`config.mk`:
```
export PLATFORM = sky130hd
export DESIGN_NAME = sprite_layer_mixer
export DESIGN_NICKNAME = d
export VERILOG_FILES = /design/src/rtl/sprite_layer_mixer.sv
export SDC_FILE = /design/constraint.sdc
export NUM_CORES = 1
export LEC_CHECK = 0
export ABC_CLOCK_PERIOD_IN_PS = 1700
export BUFFER_PORTS_ARGS = -buffer_cell sky130_fd_sc_hd__buf_2
export CORE_ASPECT_RATIO = 0.9
export CORE_UTILIZATION = 50
export DETAILED_ROUTE_END_ITERATION = 16
export PLACE_DENSITY_LB_ADDON = 0.05
export SYNTH_ARGS = -nofsm -noshare
export SYNTH_HDL_FRONTEND = slang
export SYNTH_SLANG_ARGS = --single-unit
```
`constraint.sdc`:
```
create_clock -name clk -period 1.7 [get_ports clk]
set_input_delay 0.085 -clock clk [delete_from_list [all_inputs] [get_ports clk]]
set_output_delay 0.085 -clock clk [all_outputs]
set_load 0.05 [all_outputs]
```
`src/rtl/sprite_layer_mixer.sv`:
```
// Merges NUM_LAYERS sprite here/color pairs into one registered VGA pixel with
// fixed priority (layer 0 wins), frame-synchronous blink and a per-frame collision flag.
module sprite_layer_mixer #(
  parameter int          NUM_LAYERS   = 4,
  parameter logic [7:0]  BG_COLOR     = 8'd0,
  parameter int          BLINK_FRAMES = 30
) (
  input  logic                    clk,
  input  logic                    resetn,
  input  logic [8:0]              row,
  input  logic [9:0]              col,
  input  logic                    video_on,
  input  logic [NUM_LAYERS-1:0]   layer_here,
  input  logic [8*NUM_LAYERS-1:0] layer_color,
  input  logic [NUM_LAYERS-1:0]   layer_blink,
  output logic [7:0]              pixel_color,
  output logic                    frame_tick,
  output logic                    blink_phase,
  output logic                    collision
);

  localparam int             CW         = $clog2(BLINK_FRAMES + 1);
  localparam logic [CW-1:0]  BLINK_LAST = CW'(BLINK_FRAMES - 1);

  logic [18:0]             rc_prev_q;
  logic                    frame_start;

  logic [CW-1:0]           blink_cnt_q, blink_cnt_d;
  logic                    blink_phase_q, blink_phase_d;

  logic                    video_q;
  logic [NUM_LAYERS-1:0]   eff_here_d, eff_here_q;
  logic [8*NUM_LAYERS-1:0] color_q;
  logic [7:0]              pixel_q, pixel_d;

  logic                    overlap_d;
  logic                    acc_q, acc_d;
  logic                    collision_q, collision_d;
  logic                    frame_tick_q;

  // A frame starts when the scan lands on (0,0) coming from anywhere else, so
  // holding (0,0) for several cycles yields a single start.
  assign frame_start = (row == 9'd0) && (col == 10'd0) && (rc_prev_q != 19'd0);

  // Blink-suppressed layers are removed before priority and before overlap counting.
  assign eff_here_d = layer_here & ~(layer_blink & {NUM_LAYERS{~blink_phase_q}});

  // Two or more bits set <=> clearing the lowest set bit leaves something behind.
  assign overlap_d = video_on &&
                     ((eff_here_d & (eff_here_d - NUM_LAYERS'(1))) != '0);

  always_comb begin
    blink_cnt_d   = blink_cnt_q;
    blink_phase_d = blink_phase_q;
    if (frame_start) begin
      if (blink_cnt_q == BLINK_LAST) begin
        blink_cnt_d   = '0;
        blink_phase_d = ~blink_phase_q;
      end else begin
        blink_cnt_d = blink_cnt_q + CW'(1);
      end
    end
  end

  // An overlap on the frame-start pixel still belongs to the frame being closed.
  always_comb begin
    acc_d       = acc_q | overlap_d;
    collision_d = collision_q;
    if (frame_start) begin
      collision_d = acc_q | overlap_d;
      acc_d       = 1'b0;
    end
  end

  always_comb begin
    pixel_d = BG_COLOR;
    for (int i = NUM_LAYERS - 1; i >= 0; i--) begin
      if (eff_here_q[i]) pixel_d = color_q[8*i +: 8];
    end
    if (!video_q) pixel_d = 8'd0;
  end

  always_ff @(posedge clk or negedge resetn) begin
    if (!resetn) begin
      rc_prev_q     <= '0;
      blink_cnt_q   <= '0;
      blink_phase_q <= 1'b1;
      video_q       <= 1'b0;
      eff_here_q    <= '0;
      color_q       <= '0;
      pixel_q       <= 8'd0;
      acc_q         <= 1'b0;
      collision_q   <= 1'b0;
      frame_tick_q  <= 1'b0;
    end else begin
      rc_prev_q     <= {row, col};
      blink_cnt_q   <= blink_cnt_d;
      blink_phase_q <= blink_phase_d;
      video_q       <= video_on;
      eff_here_q    <= eff_here_d;
      color_q       <= layer_color;
      pixel_q       <= pixel_d;
      acc_q         <= acc_d;
      collision_q   <= collision_d;
      frame_tick_q  <= frame_start;
    end
  end

  assign pixel_color = pixel_q;
  assign frame_tick  = frame_tick_q;
  assign blink_phase = blink_phase_q;
  assign collision   = collision_q;

endmodule

```
Yosys cells after proc, flatten, opt, wreduce, memory -nomap -nowiden
Cells that the tools add are included.
- add/subtract/negate cells: 2
- eq/ne operators: 1
- muxes and demuxes: 7
- bitwise gates (word level): 6
- reductions and logical operators: 8
- operator list (operator ; count):
    8-bit 2-to-1 mux ; 5
    19-bit nonzero test ; 1
    4-bit AND ; 3
    10-bit logical NOT ; 1
    9-bit logical NOT ; 1
    5-bit by 1-bit adder with 5-bit output, second input constant ; 1
    5-bit equality test, second input constant ; 1
    5-bit 2-to-1 mux ; 1
    4-bit NOT ; 1
    4-bit nonzero test ; 1
    4-bit by 1-bit subtractor with 4-bit output, second input constant ; 1
    1-bit logical AND ; 3
    2-bit AND reduction ; 1
    1-bit 2-to-1 mux ; 1
    1-bit NOT ; 1
    1-bit OR ; 1
- register bits: 73
- input bits: 62
- output and inout bits: 11
- word-level logic and storage cells: 34

Logic depth before layout (Yosys ltp)
- word-level depth: 10
- mapped depth: 7
- gate-level depth less buffers: 6

Worst setup path after synthesis
OpenSTA, ideal clock, no wires.
- path kind: register to register
- from: reg blink_phase_q (netlist: blink_phase)
- to: reg collision_q (netlist: collision)
- setup time: 0.077 ns
- arrival time: 1.292 ns
- data required time: 1.623 ns
- setup slack: 0.331 ns
- stages on the path, launching flop included: 5
- buffers on the path: 0
- clock period less this slack: 1.369 ns
- path through: dfstp_2 -> o21ai_0 -> o21ai_0 -> a31oi_1 -> a21oi_1
- longest elaborated chain between the ends: 9
- ends and longest elaborated chain (item ; RTL line ; text):
    start: declaration ; 29 ; logic blink_phase_q, blink_phase_d;
    start signal: assignment ; 98 ; blink_phase_q <= blink_phase_d;
    1-bit NOT * ; 46 ; assign eff_here_d = layer_here & ~(layer_blink & {NUM_LAYERS{~blink_phase_q}});
    4-bit AND * ; 46 ;
    4-bit NOT * ; 46 ;
    4-bit AND * ; 46 ;
    4-bit by 1-bit subtractor with 4-bit output ; 50 ; ((eff_here_d & (eff_here_d - NUM_LAYERS'(1))) != '0);
    4-bit AND * ; 50 ;
    4-bit nonzero test * ; 50 ;
    1-bit logical AND * ; 49 ; assign overlap_d = video_on &&
    1-bit OR * ; 70 ; collision_d = acc_q | overlap_d;
    end signal: assignment ; 104 ; collision_q <= collision_d;
    end: declaration ; 38 ; logic collision_q, collision_d;
Every way passes the cells marked *; elsewhere a longest branch is shown, timed or not.
A chain may end at the register's enable or synchronous reset.

Worst setup path in the final report
- from: in col[8]
- to: reg blink_cnt_q[1]
- longest elaborated chain between the ends: 3
- ends and longest elaborated chain (item ; RTL line ; text):
    start: declaration ; 11 ; input logic [9:0] col,
    10-bit logical NOT ; 43 ; assign frame_start = (row == 9'd0) && (col == 10'd0) && (rc_prev_q != 19'd0);
    1-bit logical AND (2 in a row) ; 43 ;
    end signal: assignment ; 97 ; blink_cnt_q <= blink_cnt_d;
    end: declaration ; 28 ; logic [CW-1:0] blink_cnt_q, blink_cnt_d;
No other way between the ends.

==> impl_metrics.toml <==
[status]
status = "completed"

[timing]
setup_viol = 0
finClkSkew_ns = 0.00568
fin_crit_ns = 1.67
max_freq_mhz = 599
setup_tns_ns = 0
worst_pin_slew_ns = 0.562
fin_ws_ns = 0.0298
period_share = 0.982
slew_viol_final = 0
slew_headroom = 0.625
rsz0062_at_grt = "true"
hold_viol_final = 0

[worst_setup_path]
cp_slowest_cell = "dlygate4sd3_1"
worstSetupStartpoint = "col[8]"
start_kind = "input port"
cp-end-kind = "flip-flop"
crit_buf_inv = 2
path_delay_family = "simple AND/OR/NAND/NOR gates"
worstReg2RegEnd = "blink_phase"
crit_arrival_ns = 1.93
slowest_delay_ns = 0.53
reg2regPathDepth = 5
cp-endpoint = "blink_cnt_q[1]"
r2r_slack_ns = 0.19
path_max_fanout = 5
crit_chain = "dlygate4sd3_1 > buf_2 > nor4_2 > nand3_1 > a211o_4 > or3_4 > o21ai_2"
critPathKind = "input port to flip-flop"
r2r_start = "rc_prev_q[1]"
cp.required_ns = 1.96
cp.depth = 7

[power]
vdd_drop_max_v = 0.000705
power_frac_comb = 0.107
internal-power_mw = 2.62
power.density_nw_per_um2 = 911
leakage_nw = 1.74
p_clk_frac = 0.343
swShare = 0.222
power_switching_mw = 0.746
seq_power_share = 0.551

[cts]
cts_buffer_depth = 2
clockRootBuffer = "clkbuf_8"
cts_tree = "built"
clkTransAtPathRegs_ns = 0.07
htree_levels = 3
clkLatencyLatePin_ns = 0.33
numClockSinks = 73
cts_buffers = 9

[placement]
preCtsSetupSlack_ns = 0.116
placed_area_sq_um = 2920
port_buffers = 72
dp.cells = 308
gp_congestion = 0.814
place_hpwl_um = 2920

[global_routing]
grt_max_degree = 74
track_usage = 0.224
antenna_found_initial = 0
grt_pass1_vias = 1873
grt_pass1_wl_um = 8390
overflow = 0

[synth]
yosysMostFrequentCell = "dfrtp_1"
synthTopCellsByCount = "dfrtp_1, nor2b_1, a21oi_1"
async_flop_share = 1.00
syn_area_sq_um = 2470
yosys.area.top_type = "dfrtp_1"
synth_cell_types = 33
yosysSeqAreaShare = 0.739
yosys_register_bits = 73
synthCells = 177
synth_nets = 241
netlist.area_leader.share = 0.728
synth_edf_count = 0
synthTopCellsByArea = "dfrtp_1, nor2b_1, a221oi_1"
syn_avg_cell_area_sq_um = 14.0
synth_top_flop_cell = "dfrtp_1"
yosysWarningCount = 0

[die]
die_area_sq_um = 5240
start_util = 0.538
fp-row-count = 23
die_y_um = 68.7
coreArea_sq_um = 4600
io_pins = 73
fp.dieW_um = 76.2

[drt]
wirelength_met1_um = 2180
wl_per_cell_um = 14.1
met3_length_um = 257
dr_total_vias = 1863
top_layer_used = "met4"
drc = 0
via_per_inst = 4.90
wl_met2_um = 2900
drt-initial-drc-count = 54
antenna_left = 0
wirelength_um = 5370
dr.pass1.iters = 4

[cells_and_area]
antenna_cells = 0
drive_gt1_frac = 0.318
regArea_sq_um = 1830
multi_input_area_sq_um = 637
fin_nets = 377
syn2layout_area_growth_pct = 49.0
final_cell_count_no_fill = 380
final_area_sq_um = 3690
fill_cells = 305
final_util = 0.801

[worst_hold_path]
hold_path.class = "input port to flip-flop"
worstHoldPathCells = 3

[run]
max_cap_violations = 0
-- tightest hold or removal path: stages --
cell and delay [ns]:
buf_2 0.07, o21ai_0 0.11, inv_1 0.07
-- cell type report --
class                           instances  share of cell area
Timing Repair Buffer                  131               0.258
Sequential cell                        73               0.496
Tap cell                               62              0.0210
Multi-Input combinational cell         92               0.173
Inverter                                6             0.00611
Clock buffer                           16              0.0461
-- state kept, by name, indices dropped and copies added (netlist names) --
register     count
color_q         32
rc_prev_q       19
pixel_color      8
blink_cnt_q      5
eff_here_q       4
acc_q            1
blink_phase      1
collision        1
frame_tick       1
video_q          1
-- worst min-delay path by stage --
stage	to	startpoint	slack, ns
after floorplan	acc_q	resetn	-0.21
after global placement	pixel_color[0]	resetn	0.14
after detailed placement	pixel_color[0]	resetn	0.14
after CTS	eff_here_q[0]	layer_here[0]	0.02
after global routing	eff_here_q[0]	layer_here[0]	0.02
final	eff_here_q[0]	layer_here[0]	0.04
-- power groups by stage --
stage	Combinational (mW)	Clock [mW]	Sequential, mW
2_1_floorplan	0.0703	0	1.92
3_3_place_gp	0.252	0	1.88
3_5_place_dp	0.253	0	1.88
4_1_cts	0.351	1.20	1.85
5_1_grt	0.391	1.27	1.86
6_report	0.359	1.15	1.85
-- stage by stage --
stage	power (mW)	hold slack (ns)
2_1_floorplan	1.99	-0.211
3_3_place_gp	2.13	0.139
3_5_place_dp	2.14	0.138
4_1_cts	3.40	0.0187
5_1_grt	3.51	0.0173
6_report	3.36	0.0376
-- metal layers --
metal / global-route usage / vias to the layer above
met5: 0 / -
met4: 0.0793 / 0
met3: 0.0816 / 5
met2: 0.418 / 50
met1: 0.242 / 913
li1: - / 895
-- placed cells by master, fill, tap and decap left out --
master          n
or3_4           1
nand3_1         4
nor2b_1        16
a211o_4         1
clkbuf_8       11
nor4_2          4
nor4_1          4
dfrtp_1        72
nand3b_1        1
a22oi_1         1
nand2b_1        3
o31ai_1         1
xor2_1          1
nor3_1          8
a21oi_1        10
clkbuf_1        5
ha_1            2
dfstp_2         1
buf_4           3
buf_12          1
and2b_2         1
nand4_1         1
and4_1          2
nor2_1          2
o21ai_0         4
a31oi_1         2
o21ai_1         2
dlygate4sd3_1  55
inv_1           6
buf_2          72
a21o_1          1
and2_1          3
a221oi_1        7
nor3_2          2
o211ai_1        1
o21ai_2         3
o31ai_2         1
nand2_1         3
-- logic make-up after synthesis --
kind of cell	count (synthesis)	share of synthesized area
AOI/OAI and AO/OA	34	0.0885
xor gates and xnor gates	1	0.00354
adders and majority gates	2	0.0101
buffers and inverters	12	0.0217
DFF	73	0.739
and+or+nand+nor	55	0.138
-- repair_timing --
action | CTS | global route
buffers inserted | 0 | 1
hold buffers | 55 | 0
hold endpoints to repair | 126 | 0
endpoints found under the setup margin | 0 | 5
gates resized for setup | 0 | 12
Power figures use the tool's default switching activity.
